**src/rtl/counter_pkg.sv**
```systemverilog
// -----------------------------------------------------------------------------
// counter_pkg
//   Shared definitions for the loadable up-counter and down-timer blocks.
//   Holds the timer state encoding, its enumerated type and the default
//   counter/data width.
// -----------------------------------------------------------------------------
package counter_pkg;

   // Timer state encoding
   localparam logic [1:0] ST_IDLE = 2'd0;   // no valid start value loaded
   localparam logic [1:0] ST_RUN  = 2'd1;   // counting
   localparam logic [1:0] ST_DONE = 2'd2;   // one-shot expired

   // Default counter/data width
   localparam int N_DEFAULT = 4;

   typedef enum logic [1:0] {
      S_IDLE = ST_IDLE,
      S_RUN  = ST_RUN,
      S_DONE = ST_DONE
   } state_t;

endpackage : counter_pkg

```
**src/rtl/down_timer.sv**
```systemverilog
// -----------------------------------------------------------------------------
// down_timer
//   Loadable down-counter / timer. A load captures d into both the count and
//   the reload register. Each enabled edge decrements the count; reaching zero
//   raises a one-cycle tc pulse. In one-shot mode the timer then parks in DONE.
//   In periodic mode the zero count is followed by a reload, which gives a
//   period of reload+1 enabled cycles.
//
// Ports
//   clk       in   1  rising-edge clock
//   reset_n   in   1  asynchronous active-low reset
//   d         in   N  start/reload value, sampled when load=1
//   load      in   1  load d into count and reload register (wins over en)
//   en        in   1  count enable
//   periodic  in   1  1 = auto-reload after terminal count, 0 = one-shot
//   q         out  N  current count (registered)
//   tc        out  1  terminal-count pulse, high for one cycle (registered)
//   busy      out  1  high while counting (registered)
// -----------------------------------------------------------------------------
module down_timer
   import counter_pkg::*;
#(
   parameter int N = N_DEFAULT
) (
   input  logic         clk,
   input  logic         reset_n,
   input  logic [N-1:0] d,
   input  logic         load,
   input  logic         en,
   input  logic         periodic,
   output logic [N-1:0] q,
   output logic         tc,
   output logic         busy
);

   localparam logic [N-1:0] CNT_ZERO = {N{1'b0}};
   localparam logic [N-1:0] CNT_ONE  = {{(N-1){1'b0}}, 1'b1};

   state_t       state_r;
   state_t       state_s;
   logic [N-1:0] q_r;
   logic [N-1:0] q_s;
   logic [N-1:0] reload_r;
   logic [N-1:0] reload_s;
   logic         tc_r;
   logic         tc_s;
   logic         busy_r;
   logic         busy_s;

   // State, count, reload value and output flops
   always_ff @(posedge clk or negedge reset_n) begin
      if (!reset_n) begin
         state_r  <= S_IDLE;
         q_r      <= CNT_ZERO;
         reload_r <= CNT_ZERO;
         tc_r     <= 1'b0;
         busy_r   <= 1'b0;
      end else begin
         state_r  <= state_s;
         q_r      <= q_s;
         reload_r <= reload_s;
         tc_r     <= tc_s;
         busy_r   <= busy_s;
      end
   end

   // Next-state, next-count and terminal-count decode; load beats enable
   always_comb begin
      state_s  = state_r;
      q_s      = q_r;
      reload_s = reload_r;
      tc_s     = 1'b0;

      if (load) begin
         reload_s = d;
         q_s      = d;
         // A zero start value can never produce a terminal count
         if (d != CNT_ZERO) begin
            state_s = S_RUN;
         end else begin
            state_s = S_IDLE;
         end
      end else if (en) begin
         case (state_r)
            S_RUN: begin
               if (q_r == CNT_ONE) begin
                  // periodic is sampled only on this edge
                  q_s  = CNT_ZERO;
                  tc_s = 1'b1;
                  if (periodic) begin
                     state_s = S_RUN;
                  end else begin
                     state_s = S_DONE;
                  end
               end else if (q_r == CNT_ZERO) begin
                  // Only reachable after a periodic terminal count
                  q_s = reload_r;
               end else begin
                  q_s = q_r - CNT_ONE;
               end
            end
            S_IDLE: begin
               q_s = q_r;
            end
            S_DONE: begin
               q_s = q_r;
            end
            default: begin
               // Unreachable encoding: recover to a safe idle state
               state_s = S_IDLE;
               q_s     = CNT_ZERO;
            end
         endcase
      end else begin
         q_s = q_r;
      end

      busy_s = (state_s == S_RUN);
   end

   assign q    = q_r;
   assign tc   = tc_r;
   assign busy = busy_r;

endmodule : down_timer

```
**config.mk**
```make
export PLATFORM = sky130hd
export DESIGN_NAME = down_timer
export DESIGN_NICKNAME = d
export VERILOG_FILES = /design/src/rtl/counter_pkg.sv /design/src/rtl/down_timer.sv
export SDC_FILE = /design/constraint.sdc
export NUM_CORES = 1
export LEC_CHECK = 0
export CORE_MARGIN = 2
export CORE_UTILIZATION = 30
export CTS_BUF_LIST = sky130_fd_sc_hd__clkbuf_4
export CTS_CLUSTER_SIZE = 16
export DETAILED_ROUTE_END_ITERATION = 8
export GPL_ROUTABILITY_DRIVEN = 0
export RECOVER_POWER = 50
export SYNTH_ARGS = -nofsm -noshare
export SYNTH_HDL_FRONTEND = slang
export SYNTH_SLANG_ARGS = --single-unit
```
**constraint.sdc**
```tcl
create_clock -name clk -period 2.7 [get_ports clk]
set_input_delay 0.54 -clock clk [delete_from_list [all_inputs] [get_ports clk]]
set_output_delay 0.54 -clock clk [all_outputs]
set_load 0.03 [all_outputs]
```
Word-level counts from Yosys, hierarchy flattened
Index checks and enable logic that the tools add are counted.

operators by class
  eq/ne operators = 5
  multiplexer cells = 15
  reduce and logical (&&, ||, !) cells = 6
  $add $sub $neg = 1

operators with widths
  cell                   count
  $mux W4                4
  $mux W2                4
  $pmux W4 S2            1
  $mux W1                5
  $eq A2 B1 Y1 const B   2
  $eq A4 B1 Y1 const B   1
  $logic_not A4 Y1       1
  $pmux W2 S2            1
  $reduce_bool A4 Y1     1
  $sub A4 B1 Y4 const B  1
  $eq A2 B2 Y1 const B   1
  $logic_not A2 Y1       1
  $ne A2 B1 Y1 const B   1
  $reduce_and A2 Y1      1
  $reduce_bool A2 Y1     1
  $reduce_or A2 Y1       1

storage, ports and cells
  input bits = 9
  bits in registers = 12

Depth between registers and ports, before layout
Gate-level depths: netlist of the first run.

  depth after elaboration = 6
  gate-level depth with buffers = 5
  depth with buffers taken out = 5

Least setup slack after synthesis of the first run
No wires, ideal clock.

  path kind = flip-flop to flip-flop
  from = register q_r[0], in the netlist q[0]
  to = register state_r[1]
  data arrival time = 1502 ps
  buffers on the path = 0
  stages on the path, launching flop included = 5
  setup slack = 1119 ps
  required time = 2621 ps
  library setup time = 79 ps
  cells stage by stage = dfrtp_1 ha_1 nor4b_2 or3b_1 a21oi_1

between the ends
  word-level cells in the longest chain between the ends = 5

ends and longest elaborated chain
  element                 line              RTL
  from (decl)             down_timer.sv:41  logic [N-1:0] q_r;
  from (signal assigned)  down_timer.sv:60  q_r <= q_s;
  $eq A4 B1 Y1            down_timer.sv:86  if (q_r == CNT_ONE) begin
  $mux W2                 down_timer.sv:86
  $pmux W2 S2             down_timer.sv:84  case (state_r)
  $mux W2                 down_timer.sv:83  end else if (en) begin
  $mux W2                 down_timer.sv:74  if (load) begin
  named net state_s[1]    down_timer.sv:40  state_t state_s;
  to (signal assigned)    down_timer.sv:59  state_r <= state_s;
  to (decl)               down_timer.sv:39  state_t state_r;

The timed path passes the listed nets, and every way through them passes these cells.
A chain may end at the register's enable or synchronous reset.

Final worst setup path of the first run
  from = input port load
  to = register q_r[3], in the netlist q[3]

between the ends
  word-level cells in the longest chain between the ends = 2
  elaborated cells between the ends (all ways) = 4

ends and longest elaborated chain
  element                                                                     line              RTL
  from (decl)                                                                 down_timer.sv:28  input logic load,
  $ne A2 B1 Y1 (no source line) / $reduce_bool A2 Y1 (equally long branches)  --
  $reduce_and A2 Y1 (no source line)                                          --

Several ways; a longest one is shown, not always the timed one.

==> results.yml, run 1 <==
worst_setup_path:
  cp.arrival_ns: 2.32
  rrSetupSlack_ns: 1.04
  rr_startpoint: "q[0]"
  worstPathMaxFanout: 12
  regToRegEndpoint: "q[0]"
  cp-end-kind: "register"
  critPathKind: "input port to register"
  cp-start-kind: "input port"
  cp.required_ns: 2.88
  ff2ff_path_depth: 5
pwr:
  share_comb_of_total_power_pct: 31.8
  cellPowerDensity_nw_per_um2: 584
  internal_power_w: 0.000327
  clock_power_share_pct: 21.7
  p_leak_nw: 0.337
  share_seq_of_total_power_pct: 46.5
  power_switching_w: 0.000162
  sw_frac_of_total_pct: 33.1
  worst_ir_drop_vdd_mv: 0.202
  power_w: 0.000488
clock_tree:
  cts_resized: 0
  cts_root_buf: "clkbuf_4"
  clk_latency_ns: 0.27
  clkSinkCount: 12
  path_clk_slew_ns: 0.07
  htree_levels: 1
  cts_buffer_depth: 2
  postCtsSetupRepairBufs: 0
  hold_buffers: 0
  cts_buffers: 3
  cts_tree: "yes"
synth:
  synth_seq_cells: 12
  synth_enable_flop_cells: 0
  synthesis.area_um2: 644
  synth_async_sr_flop_share_pct: 100
  synth.top_cell.area_share_pct: 46.6
  yosysTopAreaCell: "dfrtp_1"
  yosys_warnings: 0
  seq_area_frac_synth_pct: 46.6
  synth_area_leaders: "dfrtp_1 47%, mux2_2 7.0%, a22oi_1 4.7%"
  synth.avg_cell_area_um2: 10.9
  synth_top_flop_cell: "dfrtp_1"
  ys_types: 30
  synth_nets: 70
  netlist_instances: 59
timing:
  worst_pin_slew_ns: 0.547
  finClkSkew_ns: 0.00164
  fin_tns_setup_ns: 0
  slew_headroom_pct: 63.4
  slew_viol_final: 0
  fin_crit_ns: 2.13
  finalHoldViolCount: 0
  finalWorstSetupSlack_ns: 0.566
  fmax_mhz: 469
  grt_setup_unrepaired: "false"
  hold-worst-slack_ns: 0.505
  timing.final.crit_share_pct: 79.0
  finalSetupViolations: 0
final_layout:
  multi_input_area_um2: 320
  antennaDiodeCount: 0
  drive_gt1_share_pct: 16.0
  area_delta_synth_final_pct: 29.7
  final_nets: 88
  regArea_um2: 300
  stdcell_count: 102
  most-common-layout-cells: "12 x dfrtp_1, 12 x clkdlybuf4s50_1"
  n_fill_cell: 203
route:
  initialDrtViolationCount: 11
  via_per_inst: 5.12
  postRouteAntennaNets: 0
  vias: 522
  wirelength_um: 1380
  wl_per_cell_um: 13.6
  drc: 0
  first_pass_iters: 4
global_routing:
  grtUsageMet1_pct: 15.0
  grt.busiest_layer: "met2"
  antenna_found_initial: 0
  grt_max_degree: 13
  globalRouteMet2Util_pct: 20.4
  use_met3_pct: 3.27
  overflow: 0
  first_global_vias: 514
  grt_use_total_pct: 12.7
  grt_pass1_wl_um: 2370
worst_hold_path:
  min_path_type: "register to register"
  hp-start: "reload_r[3]"
  holdPathStages: 1
  min_to: "reload_r[3]"
place:
  hpwlAfterDp_um: 1040
  io_buffers: 14
  preCtsSetupSlack_ns: 0.691
  place_inst: 99
floorplanning:
  io_pins: 15
  start_util_pct: 32.2
  fp.dieW_um: 50.3
  die-area_um2: 2530
  coreArea_um2: 2000
  die_h_um: 50.3
  rows: 16
flow_run:
  maxCapViolations: 0
status:
  status: "finished clean"
-- synth_stat cells (2+ instances only) --
master and count:
mux2i_1 2, ha_1 2, a22oi_1 4, nand2_1 4, inv_1 4, dfrtp_1 12
o21ai_1 2, mux2_2 4, a21oi_1 3, nor2b_1 2
-- cell type report --
cell class / count / area share [%]
inverters: 4 / 1.80
multi-input cells: 41 / 38.3
well taps: 27 / 4.04
clock buffers: 3 / 2.69
flip-flops and latches: 12 / 35.9
repair buffers: 15 / 17.2
-- flip-flops by register name, summed over array words and instances (netlist names) --
signal / count
busy: 1
q: 4
reload_r: 4
state_r: 2
tc: 1
-- per-stage QoR --
stage               utilization, %  instance area (µm²)
finish                        41.8                  836
global route                  41.8                  836
CTS                           41.9                  840
detailed placement            40.8                  817
global placement              40.8                  817
floorplan                        -                  644
-- how the worst max path moves through the flow --
stage / startpoint / to / slack [ns] / depth (start not counted)
finish: load / q[3] / 0.57 / 5
global route: load / q[3] / 0.48 / 5
CTS: q[2] / q[2] / 0.61 / 1
detailed placement: load / q[3] / 0.69 / 5
global placement: load / q[3] / 0.73 / 4
floorplan: q[0] / state_r[1] / 1.12 / 4
-- cell families after synthesis --
kind of cell / count (synthesis) / synth area share, %
AND/OR/NAND/NOR: 16 / 16.9
adder cells (fa/ha/maj): 2 / 3.88
AO/OA/AOI/OAI: 17 / 18.8
flip-flops: 12 / 46.6
buffers and inverters: 6 / 3.69
multiplexers: 6 / 10.1
-- power groups by stage --
stage	Clock (W)	Sequential [W]	Combinational, W
6_report	0.000106	0.000227	0.000155
5_1_grt	0.000123	0.000231	0.000171
3_3_place_gp	0	0.000231	0.000157
3_5_place_dp	0	0.000230	0.000158
4_1_cts	0.000114	0.000227	0.000158
2_1_floorplan	0	0.000244	0.0000813
-- metal layers --
metal	vias up	wire length [µm]
met5	-	0
met4	0	14
met3	2	91
met2	28	707
met1	242	569
li1	250	-
-- critical path, stage by stage --
cell	delay, ns
dlygate4sd3_1	0.54
clkbuf_1	0.42
a21oi_1	0.20
a211o_1	0.37
o31ai_2	0.24
Power figures use the tool's default switching activity.
==> run 2, diff against run 1 <==
Clock period 2.7 ns to 2.1 ns, I/O delays scaled along.
==> run 2 against run 1 <==
Compared with the run above: critical path depth is 4 lower; final cell count unchanged; clock power increased by 28%; worst setup slack got worse by 0.42 ns; register-to-register slack got worse by 0.58 ns; combinational power grew 30%; die area unchanged; wire length shrank 1.4%.
==> results.yml, run 2 (synthesized netlist as in run 1, its figures left out) <==
pwr:
  cellPowerDensity_nw_per_um2: 753
  power_switching_w: 0.000209
  share_comb_of_total_power_pct: 31.9
  power_w: 0.000629
  share_seq_of_total_power_pct: 46.5
  clock_power_share_pct: 21.7
  p_leak_nw: 0.337
  sw_frac_of_total_pct: 33.1
  worst_ir_drop_vdd_mv: 0.338
  internal_power_w: 0.000421
clock_tree:
  cts_resized: 0
  htree_levels: 1
  cts_buffer_depth: 2
  cts_root_buf: "clkbuf_4"
  clk_latency_ns: 0.27
  postCtsSetupRepairBufs: 0
  hold_buffers: 0
  cts_buffers: 3
  cts_tree: "yes"
  path_clk_slew_ns: 0.07
  clkSinkCount: 12
timing:
  finClkSkew_ns: 0.000399
  finalSetupViolations: 0
  finalWorstSetupSlack_ns: 0.148
  finalHoldViolCount: 0
  worst_pin_slew_ns: 0.531
  grt_setup_unrepaired: "false"
  fin_crit_ns: 1.95
  fmax_mhz: 512
  slew_headroom_pct: 64.5
  fin_tns_setup_ns: 0
  timing.final.crit_share_pct: 93.0
  slew_viol_final: 0
worst_setup_path:
  cp.arrival_ns: 1.53
  regToRegEndpoint: "state_r[1]"
  crit_slowest_cell: "clkdlybuf4s50_1"
  worstPathMaxFanout: 10
  cp-end-kind: "output port"
  critPathKind: "register to output port"
  crit_family: "buffers and inverters"
  ff2ff_path_depth: 5
  cp_num_buf_inv: 1
  rrSetupSlack_ns: 0.46
  max_stage_delay_ns: 0.74
  rr_startpoint: "q[1]"
  worstPathCellList: "clkdlybuf4s50_1"
  cp-start-kind: "register"
  cp.required_ns: 1.68
final_layout:
  most-common-layout-cells: "13 x clkdlybuf4s50_1, 12 x dfrtp_1"
  drive_gt1_share_pct: 16.0
  layout_commonest_cell: "clkdlybuf4s50_1"
  antennaDiodeCount: 0
  n_fill_cell: 197
  area_delta_synth_final_pct: 29.7
  final_nets: 88
floorplanning:
  io_pins: 15
  die_h_um: 50.3
  start_util_pct: 32.2
  die-area_um2: 2530
  rows: 16
  fp.dieW_um: 50.3
  coreArea_um2: 2000
route:
  drc: 0
  initialDrtViolationCount: 6
  first_pass_iters: 4
  via_per_inst: 5.06
  postRouteAntennaNets: 0
  wirelength_um: 1370
  vias: 516
  wl_per_cell_um: 13.4
global_routing:
  overflow: 0
  grt_pass1_wl_um: 2410
  grt_use_total_pct: 12.6
  grtUsageMet1_pct: 14.9
  antenna_found_initial: 0
  globalRouteMet2Util_pct: 21.1
  grt_max_degree: 13
  grt.busiest_layer: "met2"
  use_met3_pct: 2.08
  first_global_vias: 553
place:
  io_buffers: 14
  hpwlAfterDp_um: 1050
  preCtsSetupSlack_ns: 0.226
status:
  status: "finished clean"
flow_run:
  maxCapViolations: 0
worst_hold_path:
  min_path_type: "register to register"
  hp-start: "reload_r[3]"
  holdPathStages: 1
  min_to: "reload_r[3]"
[run 2: layout make-up]
| cell class | count | area, µm² | share of cell area [%] |
|---|---|---|---|
| multi-input cells | 41 | 320 | 38.3 |
| flip-flops and latches | 12 | 300 | 35.9 |
| repair buffers | 15 | 144 | 17.2 |
| well taps | 27 | 33.8 | 4.04 |
| clock buffers | 3 | 22.5 | 2.69 |
| inverters | 4 | 15.0 | 1.80 |
[run 2: worst max-delay path by stage]
stage	startpoint	cells past startpoint	slack, ns	end
final	q[2]	1	0.15	q[2]
after global routing	load	5	0.06	q[3]
after CTS	q[2]	1	0.14	q[2]
after detailed placement	load	5	0.23	q[3]
after global placement	load	4	0.25	q[3]
after floorplan	q[0]	4	0.52	state_r[1]
[run 2: power groups by stage]
stage | Combinational (W) | Clock (W) | Sequential [W]
3_3_place_gp | 0.000202 | 0 | 0.000296
5_1_grt | 0.000221 | 0.000154 | 0.000297
4_1_cts | 0.000204 | 0.000143 | 0.000292
2_1_floorplan | 0.000104 | 0 | 0.000313
6_report | 0.000201 | 0.000136 | 0.000292
3_5_place_dp | 0.000203 | 0 | 0.000297
[run 2: per-layer routing]
layer / vias to the layer above / part of all wire (%) / wire length (µm)
met5: - / 0 / 0
met4: 0 / 2.0 / 27
met3: 4 / 4.5 / 62
met2: 15 / 50 / 686
met1: 245 / 43 / 589
li1: 252 / - / -
[run 2: per-stage QoR]
step | cell area, µm² | std cells | hold WS, ns | utilization [%]
global placement | 817 | 99 | 0.498 | 40.8
CTS | 840 | 102 | 0.503 | 41.9
finish | 836 | 102 | 0.498 | 41.8
global route | 836 | 102 | 0.522 | 41.8
detailed placement | 817 | 99 | 0.487 | 40.8
floorplan | 644 | 59 | 0.124 | -
